### config.mk
export PLATFORM = sky130hd
export DESIGN_NAME = huffman_encoder
export DESIGN_NICKNAME = d
export VERILOG_FILES = /design/src/rtl/huffman_pkg.sv /design/src/rtl/huffman_code_rom.sv /design/src/rtl/huffman_encoder.sv
export SDC_FILE = /design/constraint.sdc
export NUM_CORES = 1
export LEC_CHECK = 0
export BUFFER_PORTS_ARGS = -buffer_cell sky130_fd_sc_hd__buf_2
export CAP_MARGIN = 20
export CELL_PAD_IN_SITES_DETAIL_PLACEMENT = 1
export CELL_PAD_IN_SITES_GLOBAL_PLACEMENT = 1
export CORE_ASPECT_RATIO = 1.4
export CORE_MARGIN = 2
export CORE_UTILIZATION = 48
export DETAILED_ROUTE_END_ITERATION = 10
export PLACE_DENSITY = 0.87
export RECOVER_POWER = 50
export SYNTH_ARGS = -nofsm -noshare
export SYNTH_HDL_FRONTEND = slang
export SYNTH_SLANG_ARGS = --single-unit
### constraint.sdc
create_clock -name clk -period 2.8 [get_ports clk]
set_input_delay 0.14 -clock clk [delete_from_list [all_inputs] [get_ports clk]]
set_output_delay 0.14 -clock clk [all_outputs]
set_load 0.02 [all_outputs]
### src/rtl/huffman_pkg.sv
// Shared types and constants for the JPEG baseline luminance Huffman encoder.
// Code words are carried left-aligned in a MAX_CODE_LEN-bit field.
package huffman_pkg;

  typedef enum logic {
    IDLE  = 1'b0,
    SHIFT = 1'b1
  } state_t;

  localparam int MAX_CODE_LEN = 16;
  localparam int CNT_W        = $clog2(MAX_CODE_LEN);

  localparam logic [3:0] DC_MAX_CAT = 4'd11;
  localparam logic [3:0] AC_MAX_CAT = 4'd10;

  // End-of-block and zero-run-length AC symbols with their left-aligned codes
  localparam logic [3:0]  EOB_R    = 4'd0;
  localparam logic [3:0]  EOB_S    = 4'd0;
  localparam logic [15:0] EOB_CODE = 16'hA000;
  localparam logic [4:0]  EOB_LEN  = 5'd4;
  localparam logic [3:0]  ZRL_R    = 4'd15;
  localparam logic [3:0]  ZRL_S    = 4'd0;
  localparam logic [15:0] ZRL_CODE = 16'hFF20;
  localparam logic [4:0]  ZRL_LEN  = 5'd11;

  function automatic logic [15:0] left_align(input logic [15:0] raw, input logic [4:0] len);
    return raw << (5'd16 - len);
  endfunction

endpackage

### src/rtl/huffman_code_rom.sv
// Combinational (ac_dc_flag, R, S) -> left-aligned code and length lookup for the
// baseline luminance DC/AC tables; len = 0 marks a symbol outside the table.
module huffman_code_rom
  import huffman_pkg::*;
(
  input  logic        ac_dc_flag,
  input  logic [3:0]  r,
  input  logic [3:0]  s,
  output logic [15:0] code,
  output logic [4:0]  len
);

  logic [15:0] raw;

  // All 16-bit AC codes run consecutively from 0xFF82, ordered by R then S.
  // first_long_s is the smallest S of a run that falls into that block.
  function automatic logic [3:0] first_long_s(input logic [3:0] run);
    logic [3:0] v;
    case (run)
      4'd0:                                      v = 4'd9;
      4'd1:                                      v = 4'd6;
      4'd2:                                      v = 4'd5;
      4'd3:                                      v = 4'd4;
      4'd4, 4'd5, 4'd6, 4'd7, 4'd8:              v = 4'd3;
      4'd9, 4'd10, 4'd11, 4'd12, 4'd13:          v = 4'd2;
      default:                                   v = 4'd1;
    endcase
    return v;
  endfunction

  function automatic logic [7:0] long_base(input logic [3:0] run);
    logic [7:0] v;
    case (run)
      4'd0:    v = 8'd0;
      4'd1:    v = 8'd2;
      4'd2:    v = 8'd7;
      4'd3:    v = 8'd13;
      4'd4:    v = 8'd20;
      4'd5:    v = 8'd28;
      4'd6:    v = 8'd36;
      4'd7:    v = 8'd44;
      4'd8:    v = 8'd52;
      4'd9:    v = 8'd60;
      4'd10:   v = 8'd69;
      4'd11:   v = 8'd78;
      4'd12:   v = 8'd87;
      4'd13:   v = 8'd96;
      4'd14:   v = 8'd105;
      default: v = 8'd115;
    endcase
    return v;
  endfunction

  always_comb begin
    raw = '0;
    len = '0;
    if (ac_dc_flag) begin
      if (r == 4'd0 && s <= DC_MAX_CAT) begin
        case (s)
          4'd0:    begin raw = 16'b00;        len = 5'd2; end
          4'd1:    begin raw = 16'b010;       len = 5'd3; end
          4'd2:    begin raw = 16'b011;       len = 5'd3; end
          4'd3:    begin raw = 16'b100;       len = 5'd3; end
          4'd4:    begin raw = 16'b101;       len = 5'd3; end
          4'd5:    begin raw = 16'b110;       len = 5'd3; end
          4'd6:    begin raw = 16'b1110;      len = 5'd4; end
          4'd7:    begin raw = 16'b11110;     len = 5'd5; end
          4'd8:    begin raw = 16'b111110;    len = 5'd6; end
          4'd9:    begin raw = 16'b1111110;   len = 5'd7; end
          4'd10:   begin raw = 16'b11111110;  len = 5'd8; end
          4'd11:   begin raw = 16'b111111110; len = 5'd9; end
          default: ;
        endcase
      end
    end else if ((s >= 4'd1 && s <= AC_MAX_CAT) ||
                 ({r, s} == {EOB_R, EOB_S}) || ({r, s} == {ZRL_R, ZRL_S})) begin
      case ({r, s})
        {EOB_R, EOB_S}: begin raw = EOB_CODE >> (5'd16 - EOB_LEN); len = EOB_LEN; end
        {ZRL_R, ZRL_S}: begin raw = ZRL_CODE >> (5'd16 - ZRL_LEN); len = ZRL_LEN; end
        8'h01: begin raw = 16'b00;              len = 5'd2;  end
        8'h02: begin raw = 16'b01;              len = 5'd2;  end
        8'h03: begin raw = 16'b100;             len = 5'd3;  end
        8'h04: begin raw = 16'b1011;            len = 5'd4;  end
        8'h11: begin raw = 16'b1100;            len = 5'd4;  end
        8'h05: begin raw = 16'b11010;           len = 5'd5;  end
        8'h12: begin raw = 16'b11011;           len = 5'd5;  end
        8'h21: begin raw = 16'b11100;           len = 5'd5;  end
        8'h31: begin raw = 16'b111010;          len = 5'd6;  end
        8'h41: begin raw = 16'b111011;          len = 5'd6;  end
        8'h06: begin raw = 16'b1111000;         len = 5'd7;  end
        8'h13: begin raw = 16'b1111001;         len = 5'd7;  end
        8'h51: begin raw = 16'b1111010;         len = 5'd7;  end
        8'h61: begin raw = 16'b1111011;         len = 5'd7;  end
        8'h07: begin raw = 16'b11111000;        len = 5'd8;  end
        8'h22: begin raw = 16'b11111001;        len = 5'd8;  end
        8'h71: begin raw = 16'b11111010;        len = 5'd8;  end
        8'h14: begin raw = 16'b111110110;       len = 5'd9;  end
        8'h32: begin raw = 16'b111110111;       len = 5'd9;  end
        8'h81: begin raw = 16'b111111000;       len = 5'd9;  end
        8'h91: begin raw = 16'b111111001;       len = 5'd9;  end
        8'hA1: begin raw = 16'b111111010;       len = 5'd9;  end
        8'h08: begin raw = 16'b1111110110;      len = 5'd10; end
        8'h23: begin raw = 16'b1111110111;      len = 5'd10; end
        8'h42: begin raw = 16'b1111111000;      len = 5'd10; end
        8'hB1: begin raw = 16'b1111111001;      len = 5'd10; end
        8'hC1: begin raw = 16'b1111111010;      len = 5'd10; end
        8'h15: begin raw = 16'b11111110110;     len = 5'd11; end
        8'h52: begin raw = 16'b11111110111;     len = 5'd11; end
        8'hD1: begin raw = 16'b11111111000;     len = 5'd11; end
        8'h24: begin raw = 16'b111111110100;    len = 5'd12; end
        8'h33: begin raw = 16'b111111110101;    len = 5'd12; end
        8'h62: begin raw = 16'b111111110110;    len = 5'd12; end
        8'h72: begin raw = 16'b111111110111;    len = 5'd12; end
        8'h82: begin raw = 16'b111111111000000; len = 5'd15; end
        default: begin
          raw = 16'hFF82 + {8'h00, long_base(r)} + {12'h000, s} - {12'h000, first_long_s(r)};
          len = 5'd16;
        end
      endcase
    end
    code = left_align(raw, len);
  end

endmodule

### src/rtl/huffman_encoder.sv
// JPEG run/size symbol to serial Huffman bit stream, MSB first, one bit per cycle.
// Define HUFF_ENC_ERR_EN to add the err pulse for accepted invalid symbols.
module huffman_encoder
  import huffman_pkg::*;
(
  input  logic       clk,
  input  logic       rst_n,
  input  logic       in_valid,
  output logic       in_ready,
  input  logic       ac_dc_flag,
  input  logic [3:0] r_value,
  input  logic [3:0] s_value,
  output logic       next_bit,
  output logic       is_new,
  output logic       done
`ifdef HUFF_ENC_ERR_EN
  ,
  output logic       err
`endif
);

  state_t            state, state_n;
  logic [15:0]       shift_reg, shift_n;
  logic [CNT_W-1:0]  cnt, cnt_n;
  logic              bit_n, new_n, done_n;
  logic [15:0]       rom_code;
  logic [4:0]        rom_len;
  logic              take;

  huffman_code_rom u_rom (
    .ac_dc_flag (ac_dc_flag),
    .r          (r_value),
    .s          (s_value),
    .code       (rom_code),
    .len        (rom_len)
  );

  // Handshake: a symbol transfers on a rising edge where in_valid && in_ready;
  // in_ready is a pure state/counter decode (idle, or last bit of the current code)
  // and never looks at in_valid, so the source may hold in_valid for gapless streams.
  assign in_ready = (state == IDLE) || (cnt == '0);
  assign take     = in_valid && in_ready;

  always_comb begin
    state_n = state;
    shift_n = shift_reg;
    cnt_n   = cnt;
    bit_n   = 1'b0;
    new_n   = 1'b0;
    done_n  = 1'b0;
    if (take) begin
      if (rom_len != '0) begin
        state_n = SHIFT;
        bit_n   = rom_code[15];
        new_n   = 1'b1;
        shift_n = {rom_code[14:0], 1'b0};
        cnt_n   = CNT_W'(rom_len - 5'd1);
        done_n  = (rom_len == 5'd1);
      end else begin
        state_n = IDLE;
      end
    end else if (state == SHIFT && cnt != '0) begin
      bit_n   = shift_reg[15];
      new_n   = 1'b1;
      shift_n = {shift_reg[14:0], 1'b0};
      cnt_n   = cnt - CNT_W'(1);
      done_n  = (cnt == CNT_W'(1));
    end else begin
      state_n = IDLE;
    end
  end

  always_ff @(posedge clk or negedge rst_n) begin
    if (!rst_n) begin
      state     <= IDLE;
      shift_reg <= '0;
      cnt       <= '0;
      next_bit  <= 1'b0;
      is_new    <= 1'b0;
      done      <= 1'b0;
    end else begin
      state     <= state_n;
      shift_reg <= shift_n;
      cnt       <= cnt_n;
      next_bit  <= bit_n;
      is_new    <= new_n;
      done      <= done_n;
    end
  end

`ifdef HUFF_ENC_ERR_EN
  logic err_n;
  assign err_n = take && (rom_len == '0);

  always_ff @(posedge clk or negedge rst_n) begin
    if (!rst_n) err <= 1'b0;
    else        err <= err_n;
  end
`endif

endmodule

==> load_flow_metrics.sql, run 1 <==
INSERT INTO impl_metrics (metric_group, metric, value, unit) VALUES
('synthesis', 'synth_sequential_area_ratio', '12.8', '%'),
('synthesis', 'synth_largest_type_area_fraction', '12.8', '%'),
('synthesis', 'synth_fp_nets', '652', ''),
('synthesis', 'synth.ff_latch_count', '23', ''),
('clock_tree', 'clock_sinks', '23', ''),
('clock_tree', 'cts-buffers-inserted', '3', ''),
('synthesis', 'synth_edf_count', '0', ''),
('synthesis', 'synthMostInstantiatedCell', 'sky130_fd_sc_hd__nand2_1', ''),
('placement', 'setup_ws_pre_cts', '-1.89', 'ns'),
('status', 'stop_stage', '4_1_cts', ''),
('placement', 'dp.final_hpwl', '20.1', 'mm'),
('floorplanning', 'chipWidth', '85.6', 'um'),
('synthesis', 'synth.lib_cells_used.distinct', '97', ''),
('clock_tree', 'clock_tree.buffer_depth', '2', ''),
('placement', 'placement.io_buffers', '15', ''),
('floorplanning', 'floorplan.initialDensity', '49.6', '%'),
('synthesis', 'synthesis.instances', '614', ''),
('clock_tree', 'cts_root_buf', 'sky130_fd_sc_hd__clkbuf_16', ''),
('clock_tree', 'postCtsResizedCells', '201', ''),
('synthesis', 'top_flip_flop_cell_by_instance_count_after_synthesis', 'sky130_fd_sc_hd__dfrtp_1', ''),
('clock_tree', 'clock_tree.htree_level_count', '1', ''),
('clock_tree', 'cts-hold-fix-buffers', '1', ''),
('synthesis', 'syn-cell-area', '4480', 'um2'),
('synthesis', 'synth_area_leader_cell', 'sky130_fd_sc_hd__dfrtp_1', ''),
('synthesis', 'yosys-top-cells-area', 'sky130_fd_sc_hd__dfrtp_1, sky130_fd_sc_hd__ha_1, sky130_fd_sc_hd__nand2_1', ''),
('floorplanning', 'dieHeight', '118', 'um'),
('placement', 'placedCellCount', '905', ''),
('synthesis', 'yosys_warns', '0', ''),
('synthesis', 'synth_commonest_cells', 'sky130_fd_sc_hd__nand2_1, sky130_fd_sc_hd__nor2_1, sky130_fd_sc_hd__a21oi_1', ''),
('placement', 'place_congestion', '1.05', ''),
('status', 'status', 'stopped before the end', ''),
('synthesis', 'syn_area_per_cell', '7.30', 'um2'),
('status', 'firstError', '[ERROR DPL-0033] detailed placement checks failed during check placement.', ''),
('floorplanning', 'design.portCount', '16', ''),
('floorplanning', 'core.rowCount', '41', ''),
('clock_tree', 'postCtsSetupRepairBufs', '53', ''),
('synthesis', 'share_of_synthesized_flip_flops_with_an_asynchronous_set_or_reset', '100', '%');
-- through the flow --
stage               cell area [um2]  util [%]  hold WS, ns
floorplan                      4640         -       -0.156
detailed placement             6230      69.0        0.129
global placement               6230      69.0        0.129
-- kinds of logic after synthesis --
| group | count (synthesis) | share of synthesized area, % |
|---|---|---|
| XOR/XNOR | 11 | 2.32 |
| adder cells (fa/ha/maj) | 28 | 8.38 |
| AO/OA/AOI/OAI | 198 | 32.1 |
| multiplexers | 10 | 2.49 |
| buffers and inverters | 82 | 8.18 |
| flip-flops | 23 | 12.8 |
| AND/OR/NAND/NOR | 262 | 33.7 |
==> run 2: changes to the inputs <==
- CELL_PAD_IN_SITES_DETAIL_PLACEMENT: 1 -> not set
- CELL_PAD_IN_SITES_GLOBAL_PLACEMENT: 1 -> not set
- CORE_ASPECT_RATIO: 1.4 -> not set
- CORE_UTILIZATION: 48 -> 40
- PLACE_DENSITY: 0.87 -> not set
- PLACE_DENSITY_LB_ADDON: not set -> 0.15
==> load_flow_metrics.sql, run 2 <==
INSERT INTO impl_metrics (metric_group, metric, value, unit) VALUES
('status', 'status', 'finished, violations left', ''),
('status', 'violations', 'negative setup slack', ''),
('synthesis', 'synthMostInstantiatedCell', 'sky130_fd_sc_hd__nand2_1', ''),
('clock_tree', 'clock_tree.htree_level_count', '1', ''),
('synthesis', 'top_flip_flop_cell_by_instance_count_after_synthesis', 'sky130_fd_sc_hd__dfrtp_1', ''),
('synthesis', 'synth.area.mux_share', '2.49', '%'),
('floorplanning', 'design.portCount', '16', ''),
('placement', 'place_congestion', '0.957', ''),
('synthesis', 'synth_edf_count', '0', ''),
('global_routing', 'number_of_antenna_violations_at_the_first_check_in_global_routing', '0', ''),
('synthesis', 'post_synth_and_or_nand_nor_area_fraction', '33.7', '%'),
('worst_setup_path', 'ordered_cell_list_for_the_critical_path', 'buf_8 -> clkinvlp_4 -> ha_2 -> mux2_4 -> mux2_4 -> xnor2_2 -> fa_1 -> inv_2 -> ha_4 -> o21ai_4 -> or2_4 -> a2111o_1 -> o2111a_2 -> a31oi_4 -> nor3_2 -> or4b_4 -> a32oi_4 -> nor3_2 -> o41ai_2', ''),
('synthesis', 'syn_area_per_cell', '7.30', 'um2'),
('worst_setup_path', 'rr_startpoint', 'cnt[0]', ''),
('cells_and_area', 'largest_register_ff_count', '15', ''),
('synthesis', 'share_of_synthesized_flip_flops_with_an_asynchronous_set_or_reset', '100', '%'),
('placement', 'placement.io_buffers', '15', ''),
('drt', 'routed_vias_inst', '6.08', ''),
('global_routing', 'number_of_global_route_vias_before_repair', '5917', ''),
('worst_setup_path', 'start_kind', 'input port', ''),
('worst_setup_path', 'arrival', '4.20', 'ns'),
('timing', 'max_slew_margin', '10.5', '%'),
('drt', 'vias', '5960', ''),
('synthesis', 'synth_compound_area_share', '32.1', '%'),
('worst_hold_path', 'worstHoldStart', 'in_valid', ''),
('cells_and_area', 'finish.net_count', '879', ''),
('timing', 'min_period_over_period', '144', '%'),
('synthesis', 'syn-cell-area', '4480', 'um2'),
('cells_and_area', 'fillCellCount', '906', ''),
('floorplanning', 'core.rowCount', '38', ''),
('clock_tree', 'clock_insertion_delay_worst_skew', '0.27', 'ns'),
('timing', 'max_slew.worst_pin.slew', '1.34', 'ns'),
('global_routing', 'maximum_number_of_pins_on_one_net_before_global_route_repair', '24', ''),
('synthesis', 'synth.ff_latch_count', '23', ''),
('synthesis', 'synth_largest_type_area_fraction', '12.8', '%'),
('power', 'ir_drop', '0.508', 'mV'),
('synthesis', 'synth_fa_ha_area_share', '8.38', '%'),
('floorplanning', 'core_area', '10900', 'um2'),
('global_routing', 'grt.total_usage', '31.3', '%'),
('worst_setup_path', 'critical_path.slowest_cell', 'sky130_fd_sc_hd__or4b_4', ''),
('worst_setup_path', 'timing_worst_setup_path_type', 'input port to register', ''),
('job', 'cap_violations', '0', ''),
('clock_tree', 'clock_tree.buffer_depth', '2', ''),
('cells_and_area', 'flow.area_growth_from_synthesis', '64.9', '%'),
('cells_and_area', 'final_layout_size_suffix_gt1_share', '47.3', '%'),
('synthesis', 'yosys-top-cells-area', 'sky130_fd_sc_hd__dfrtp_1, sky130_fd_sc_hd__ha_1, sky130_fd_sc_hd__nand2_1', ''),
('drt', 'avgRoutedWirePerCell', '18.9', 'um'),
('drt', 'drtIter0Drc', '630', ''),
('worst_setup_path', 'cp_slowest_stage_delay', '0.51', 'ns'),
('timing', 'setup_viol', '22', ''),
('synthesis', 'synth_commonest_cells', 'sky130_fd_sc_hd__nand2_1, sky130_fd_sc_hd__nor2_1, sky130_fd_sc_hd__a21oi_1', ''),
('timing', 'timing.final.crit_period', '4.02', 'ns'),
('floorplanning', 'dieHeight', '110', 'um'),
('timing', 'finalHoldViolCount', '0', ''),
('timing', 'worst_setup_slack_final', '-1.22', 'ns'),
('worst_setup_path', 'worst_setup_path_startpoint', 'r_value[0]', ''),
('worst_setup_path', 'cp.required', '2.98', 'ns'),
('timing', 'rsz0062_at_grt', 'yes', ''),
('floorplanning', 'chipWidth', '110', 'um'),
('floorplanning', 'floorplan.initialDensity', '41.1', '%'),
('timing', 'timing.fmax', '249', 'MHz'),
('drt', 'drt.antenna.violating_nets', '0', ''),
('cells_and_area', 'diodes', '0', ''),
('placement', 'placed_area', '6370', 'um2'),
('worst_setup_path', 'worst_path_dominant_cell_family', 'compound AO/OA/AOI/OAI gates', ''),
('worst_setup_path', 'critical_path.n_buffers_inverters', '3', ''),
('cells_and_area', 'finalNonFillerCells', '980', ''),
('cells_and_area', 'final_area', '7390', 'um2'),
('power', 'power_density', '404', 'nW/um2'),
('clock_tree', 'tritoncts', 'built', ''),
('cells_and_area', 'fin_util', '67.9', '%'),
('placement', 'dp.final_hpwl', '14.0', 'mm'),
('clock_tree', 'cts_root_buf', 'sky130_fd_sc_hd__clkbuf_8', ''),
('global_routing', 'grt_pass1_wl', '30.0', 'mm'),
('worst_setup_path', 'worst_setup_path_end_kind', 'register', ''),
('power', 'total_leakage_power', '0.00326', 'uW'),
('synthesis', 'synth_fp_nets', '652', ''),
('synthesis', 'synth_sequential_area_ratio', '12.8', '%'),
('clock_tree', 'clock_sinks', '23', ''),
('cells_and_area', 'layout_commonest_cell', 'sky130_fd_sc_hd__buf_4', ''),
('worst_setup_path', 'crit_fanout', '4', ''),
('synthesis', 'synth_area_leader_cell', 'sky130_fd_sc_hd__dfrtp_1', ''),
('synthesis', 'yosys_warns', '0', ''),
('drt', 'firstDrtPassIters', '5', ''),
('clock_tree', 'cts-buffers-inserted', '3', ''),
('timing', 'timing.clock.skew', '0.00401', 'ns'),
('cells_and_area', 'layout_common_cells', 'sky130_fd_sc_hd__buf_4, sky130_fd_sc_hd__nand2_1, sky130_fd_sc_hd__nor2_1', ''),
('worst_hold_path', 'worst_hold_path_type', 'input port to register', ''),
('placement', 'placedCellCount', '948', ''),
('synthesis', 'synth_top_family_by_area', 'simple AND/OR/NAND/NOR gates', ''),
('synthesis', 'synth.lib_cells_used.distinct', '97', ''),
('floorplanning', 'fp.dieArea', '12100', 'um2'),
('drt', 'drt_drc_violations_left', '0', ''),
('synthesis', 'yosys.area_share.xor_xnor', '2.32', '%'),
('timing', 'drv_slew', '0', ''),
('drt', 'drt-total-wl', '18.5', 'mm'),
('synthesis', 'synthesis.instances', '614', ''),
('placement', 'setup_ws_pre_cts', '-1.61', 'ns'),
('global_routing', 'grt-ovfl-total', '0', ''),
('clock_tree', 'clk_pin_slew', '0.09', 'ns');
run 2: cell counts after synthesis:
Identical to the previous run, type by type.
run 2: cell type report:
type                       count  area (um2)  area share [%]
clock buffer                   4        45.0           0.610
timing repair buffer         267        2220            30.0
inverter                      36         154            2.08
tap                          140         175            2.37
multi-input combinational    510        4220            57.1
sequential                    23         576            7.79
run 2: what timing repair did:
action / CTS / global route
cloned: 3 / 0
buffers inserted: 18 / 7
hold buffers: 1 / 0
hold endpoints to repair: 23 / 0
pin swaps: 45 / 18
gates resized for setup: 122 / 29
setup endpoints to repair: 23 / 23
run 2: through the flow:
step	power (uW)	hold WS, ns	setup TNS, ns
floorplan	1600	-0.156	-16.42
global placement	2260	0.138	-27.81
detailed placement	2300	0.153	-28.63
CTS	2830	0.369	-13.24
global route	3190	0.437	-17.74
finish	2990	0.407	-14.57
run 2: metal layers:
layer / part of all wire [%] / vias up / global-route usage, %
met2: 47 / 223 / 51.1
li1: - / 2818 / -
met1: 46 / 2897 / 44.1
met3: 6.7 / 22 / 4.62
met4: 1.1 / 0 / 5.06
met5: 0 / - / 0
run 2: path summary, 6_finish.rpt:
path / slack (ns) / cells after the start / to
setup / recovery: -1.22 / 19 / next_bit
hold / removal: 0.41 / 4 / cnt[3]
setup reg to reg: 0.58 / 11 / shift_reg[12]
hold reg to reg: 0.50 / 1 / shift_reg[3]
max in group asynchronous: 1.32 / 2 / shift_reg[9]
min in group asynchronous: 0.69 / 2 / done
run 2: worst register-to-register path, delay by kind of cell, from the launching register on:
kind,cells,cell delay (ns)
buf+inv,2,0.26
fa+ha+maj,1,0.19
flops,1,0.45
compound gates,3,0.62
simple gates,5,0.61
run 2: power breakdown:
part	leakage [uW]	internal [uW]	switching, uW
Clock	0.0000228	102	115
Sequential	0.000296	437	82.5
Combinational	0.00295	1120	1130
Total	0.00326	1660	1330
run 2: cells by family after synthesis:
kind of cell	after synthesis
mux	10
fa+ha+maj	28
xor+xnor	11
buf+inv	82
compound gates	198
simple gates	262
flops	23
Note: power is estimated with default switching activity, not from simulation.
==> run 3: changes to the inputs <==
- CORE_MARGIN: 2 -> not set
- PLACE_DENSITY: not set -> 0.57
- PLACE_DENSITY_LB_ADDON: 0.15 -> not set
==> load_flow_metrics.sql, run 3 (synthesis gave the netlist of run 2 again) <==
INSERT INTO impl_metrics (metric_group, metric, value, unit) VALUES
('drt', 'drtIter0Drc', '619', ''),
('worst_setup_path', 'timing_worst_setup_path_type', 'input port to register', ''),
('worst_setup_path', 'arrival', '4.20', 'ns'),
('timing', 'finalHoldViolCount', '0', ''),
('clock_tree', 'clock_tree.htree_level_count', '1', ''),
('worst_setup_path', 'regToRegSetupSlack', '0.61', 'ns'),
('cells_and_area', 'finish.net_count', '867', ''),
('timing', 'setup_viol', '22', ''),
('timing', 'drv_slew', '0', ''),
('placement', 'place_congestion', '0.961', ''),
('power', 'clock_power_share', '7.1', '%'),
('placement', 'placement.io_buffers', '15', ''),
('floorplanning', 'core.rowCount', '38', ''),
('global_routing', 'grt_pass1_wl', '29.4', 'mm'),
('cells_and_area', 'layout_commonest_cell', 'sky130_fd_sc_hd__buf_4', ''),
('power', 'ir_drop', '0.485', 'mV'),
('global_routing', 'grt.total_usage', '31.6', '%'),
('worst_setup_path', 'cp_slowest_stage_delay', '0.53', 'ns'),
('power', 'power.switching', '1380', 'uW'),
('worst_hold_path', 'holdPathEnd', 'cnt[3]', ''),
('worst_hold_path', 'whs_path_depth', '4', ''),
('timing', 'timing.fmax', '248', 'MHz'),
('worst_setup_path', 'rr_startpoint', 'cnt[0]', ''),
('drt', 'drt_drc_violations_left', '0', ''),
('clock_tree', 'cts_root_buf', 'sky130_fd_sc_hd__clkbuf_8', ''),
('drt', 'avgRoutedWirePerCell', '18.9', 'um'),
('worst_hold_path', 'worst_hold_path_type', 'input port to register', ''),
('worst_setup_path', 'worstReg2RegEnd', 'shift_reg[12]', ''),
('clock_tree', 'clock_tree.buffer_depth', '2', ''),
('cells_and_area', 'fillCellCount', '913', ''),
('clock_tree', 'clock_sinks', '23', ''),
('worst_setup_path', 'critical_path.n_buffers_inverters', '4', ''),
('placement', 'dp.final_hpwl', '13.9', 'mm'),
('worst_setup_path', 'worst_setup_path_end_kind', 'register', ''),
('power', 'power.share.sequential', '16.9', '%'),
('status', 'violations', 'negative setup slack', ''),
('drt', 'vias', '5891', ''),
('worst_setup_path', 'worst_path_dominant_cell_family', 'compound AO/OA/AOI/OAI gates', ''),
('power', 'total_power', '3070', 'uW'),
('worst_setup_path', 'cpMostUsedCell', 'sky130_fd_sc_hd__ha_4', ''),
('status', 'status', 'finished, violations left', ''),
('timing', 'hold-worst-slack', '0.345', 'ns'),
('cells_and_area', 'layout_common_cells', 'sky130_fd_sc_hd__buf_4, sky130_fd_sc_hd__nand2_1, sky130_fd_sc_hd__nor2_1', ''),
('worst_setup_path', 'crit_fanout', '4', ''),
('power', 'cellInternalPower', '1680', 'uW'),
('floorplanning', 'design.portCount', '16', ''),
('timing', 'rsz0062_at_grt', 'yes', ''),
('timing', 'max_slew_margin', '14.0', '%'),
('drt', 'firstDrtPassIters', '6', ''),
('timing', 'max_slew.worst_pin.slew', '1.29', 'ns'),
('cells_and_area', 'seq_area', '576', 'um2'),
('power', 'total_leakage_power', '0.00320', 'uW'),
('timing', 'timing.final.crit_period', '4.03', 'ns'),
('drt', 'drt.antenna.violating_nets', '0', ''),
('timing', 'min_period_over_period', '144', '%'),
('global_routing', 'maximum_number_of_pins_on_one_net_before_global_route_repair', '24', ''),
('worst_setup_path', 'critical_path.slowest_cell', 'sky130_fd_sc_hd__or4b_4', ''),
('timing', 'timing.clock.skew', '0.00648', 'ns'),
('drt', 'drt-total-wl', '18.3', 'mm'),
('timing', 'final.setup.tns', '-14.79', 'ns'),
('floorplanning', 'dieHeight', '108', 'um'),
('worst_setup_path', 'ordered_cell_list_for_the_critical_path', 'buf_8 -> clkinvlp_4 -> ha_4 -> nor2b_4 -> o22a_1 -> ha_4 -> xnor2_2 -> fa_1 -> inv_2 -> ha_4 -> o21ai_4 -> or2_4 -> a2111o_1 -> o2111a_2 -> a31oi_4 -> nor3_2 -> or4b_4 -> a32oi_2 -> buf_4 -> a41oi_2 -> o41ai_2', ''),
('floorplanning', 'floorplan.initialDensity', '41.1', '%'),
('cells_and_area', 'flow.area_growth_from_synthesis', '62.2', '%'),
('cells_and_area', 'final_layout_size_suffix_gt1_share', '48.2', '%'),
('floorplanning', 'fp.dieArea', '11600', 'um2'),
('clock_tree', 'cts-buffers-inserted', '3', ''),
('global_routing', 'number_of_global_route_vias_before_repair', '5839', ''),
('drt', 'routed_vias_inst', '6.09', ''),
('cells_and_area', 'diodes', '0', ''),
('cells_and_area', 'multiInputGateArea', '4280', 'um2'),
('cells_and_area', 'fin_util', '66.7', '%'),
('worst_hold_path', 'worstHoldStart', 'in_valid', ''),
('floorplanning', 'core_area', '10900', 'um2'),
('worst_setup_path', 'start_kind', 'input port', ''),
('clock_tree', 'tritoncts', 'built', ''),
('cells_and_area', 'largest_register_ff_count', '15', ''),
('placement', 'placed_area', '6220', 'um2'),
('timing', 'worst_setup_slack_final', '-1.23', 'ns'),
('floorplanning', 'chipWidth', '108', 'um'),
('job', 'cap_violations', '0', ''),
('worst_setup_path', 'reg2reg_depth', '11', ''),
('power', 'netSwitchingFraction', '45.1', '%'),
('cells_and_area', 'final_area', '7270', 'um2'),
('clock_tree', 'clock_insertion_delay_worst_skew', '0.27', 'ns'),
('global_routing', 'number_of_antenna_violations_at_the_first_check_in_global_routing', '0', ''),
('power', 'power_frac_comb', '76.1', '%'),
('power', 'power_density', '422', 'nW/um2'),
('clock_tree', 'clk_pin_slew', '0.09', 'ns'),
('global_routing', 'grt-ovfl-total', '0', ''),
('worst_setup_path', 'cp.required', '2.98', 'ns');
## run 3: cell types whose count changed in the layout (fill, tap and decap cells not counted), sizes merged
cell / delta
buf: -9
bufbuf: -2
and2: -1
clkbuf: -1
clkinv: +1
## run 3: layout make-up
cell class,count,area share [%]
repair buffers,256,28.0
flip-flops and latches,23,7.92
clock inverters,1,0.0689
well taps,140,2.41
multi-input cells,509,58.8
clock buffers,3,0.568
inverters,36,2.19
## run 3: worst max path at each step
stage,startpoint,to,slack [ns],cells past startpoint
after floorplan,r_value[0],next_bit,-1.40,19
after global placement,r_value[0],shift_reg[10],-1.52,21
after detailed placement,r_value[0],shift_reg[10],-1.65,21
after CTS,r_value[0],next_bit,-1.21,20
after global routing,r_value[0],shift_reg[12],-1.35,20
final,r_value[0],shift_reg[12],-1.23,21
## run 3: worst register-to-register path, cell delays in order (launching register included)
cell	delay, ns
sky130_fd_sc_hd__dfrtp_1	0.45
sky130_fd_sc_hd__inv_1	0.09
sky130_fd_sc_hd__ha_1	0.20
sky130_fd_sc_hd__nand2_1	0.07
sky130_fd_sc_hd__and2_1	0.17
sky130_fd_sc_hd__inv_1	0.13
sky130_fd_sc_hd__nand2_1	0.10
sky130_fd_sc_hd__nor2_2	0.13
sky130_fd_sc_hd__nand2_1	0.13
sky130_fd_sc_hd__o41ai_1	0.48
sky130_fd_sc_hd__a41oi_2	0.08
sky130_fd_sc_hd__o41ai_2	0.07
## run 3: metrics by stage
stage	setup slack [ns]	instances
finish	-1.23	968
global route	-1.35	968
CTS	-1.21	957
detailed placement	-1.65	935
global placement	-1.52	935
floorplan	-1.40	614
## run 3: metal layers
metal  GRT usage, %  routed length (um)  vias to the layer above
met1           43.3                8020                     2848
met2           54.2                8810                      223
li1               -                   -                     2786
met5              0                   0                        -
met3           4.00                1260                       34
met4           3.52                 196                        0
## run 3: what timing repair did
item	CTS	global route
setup buffers	18	15
hold buffers	1	0
setup endpoints to repair	23	23
pin swaps	43	39
gates resized for setup	125	41
endpoints found under the hold margin	23	0
## run 3: power groups by stage
stage / logic (uW) / registers (uW) / clock network [uW]
4_1_cts: 2140 / 509 / 214
6_report: 2330 / 517 / 217
2_1_floorplan: 1090 / 505 / 0
5_1_grt: 2510 / 527 / 232
3_3_place_gp: 1740 / 512 / 0
3_5_place_dp: 1790 / 515 / 0
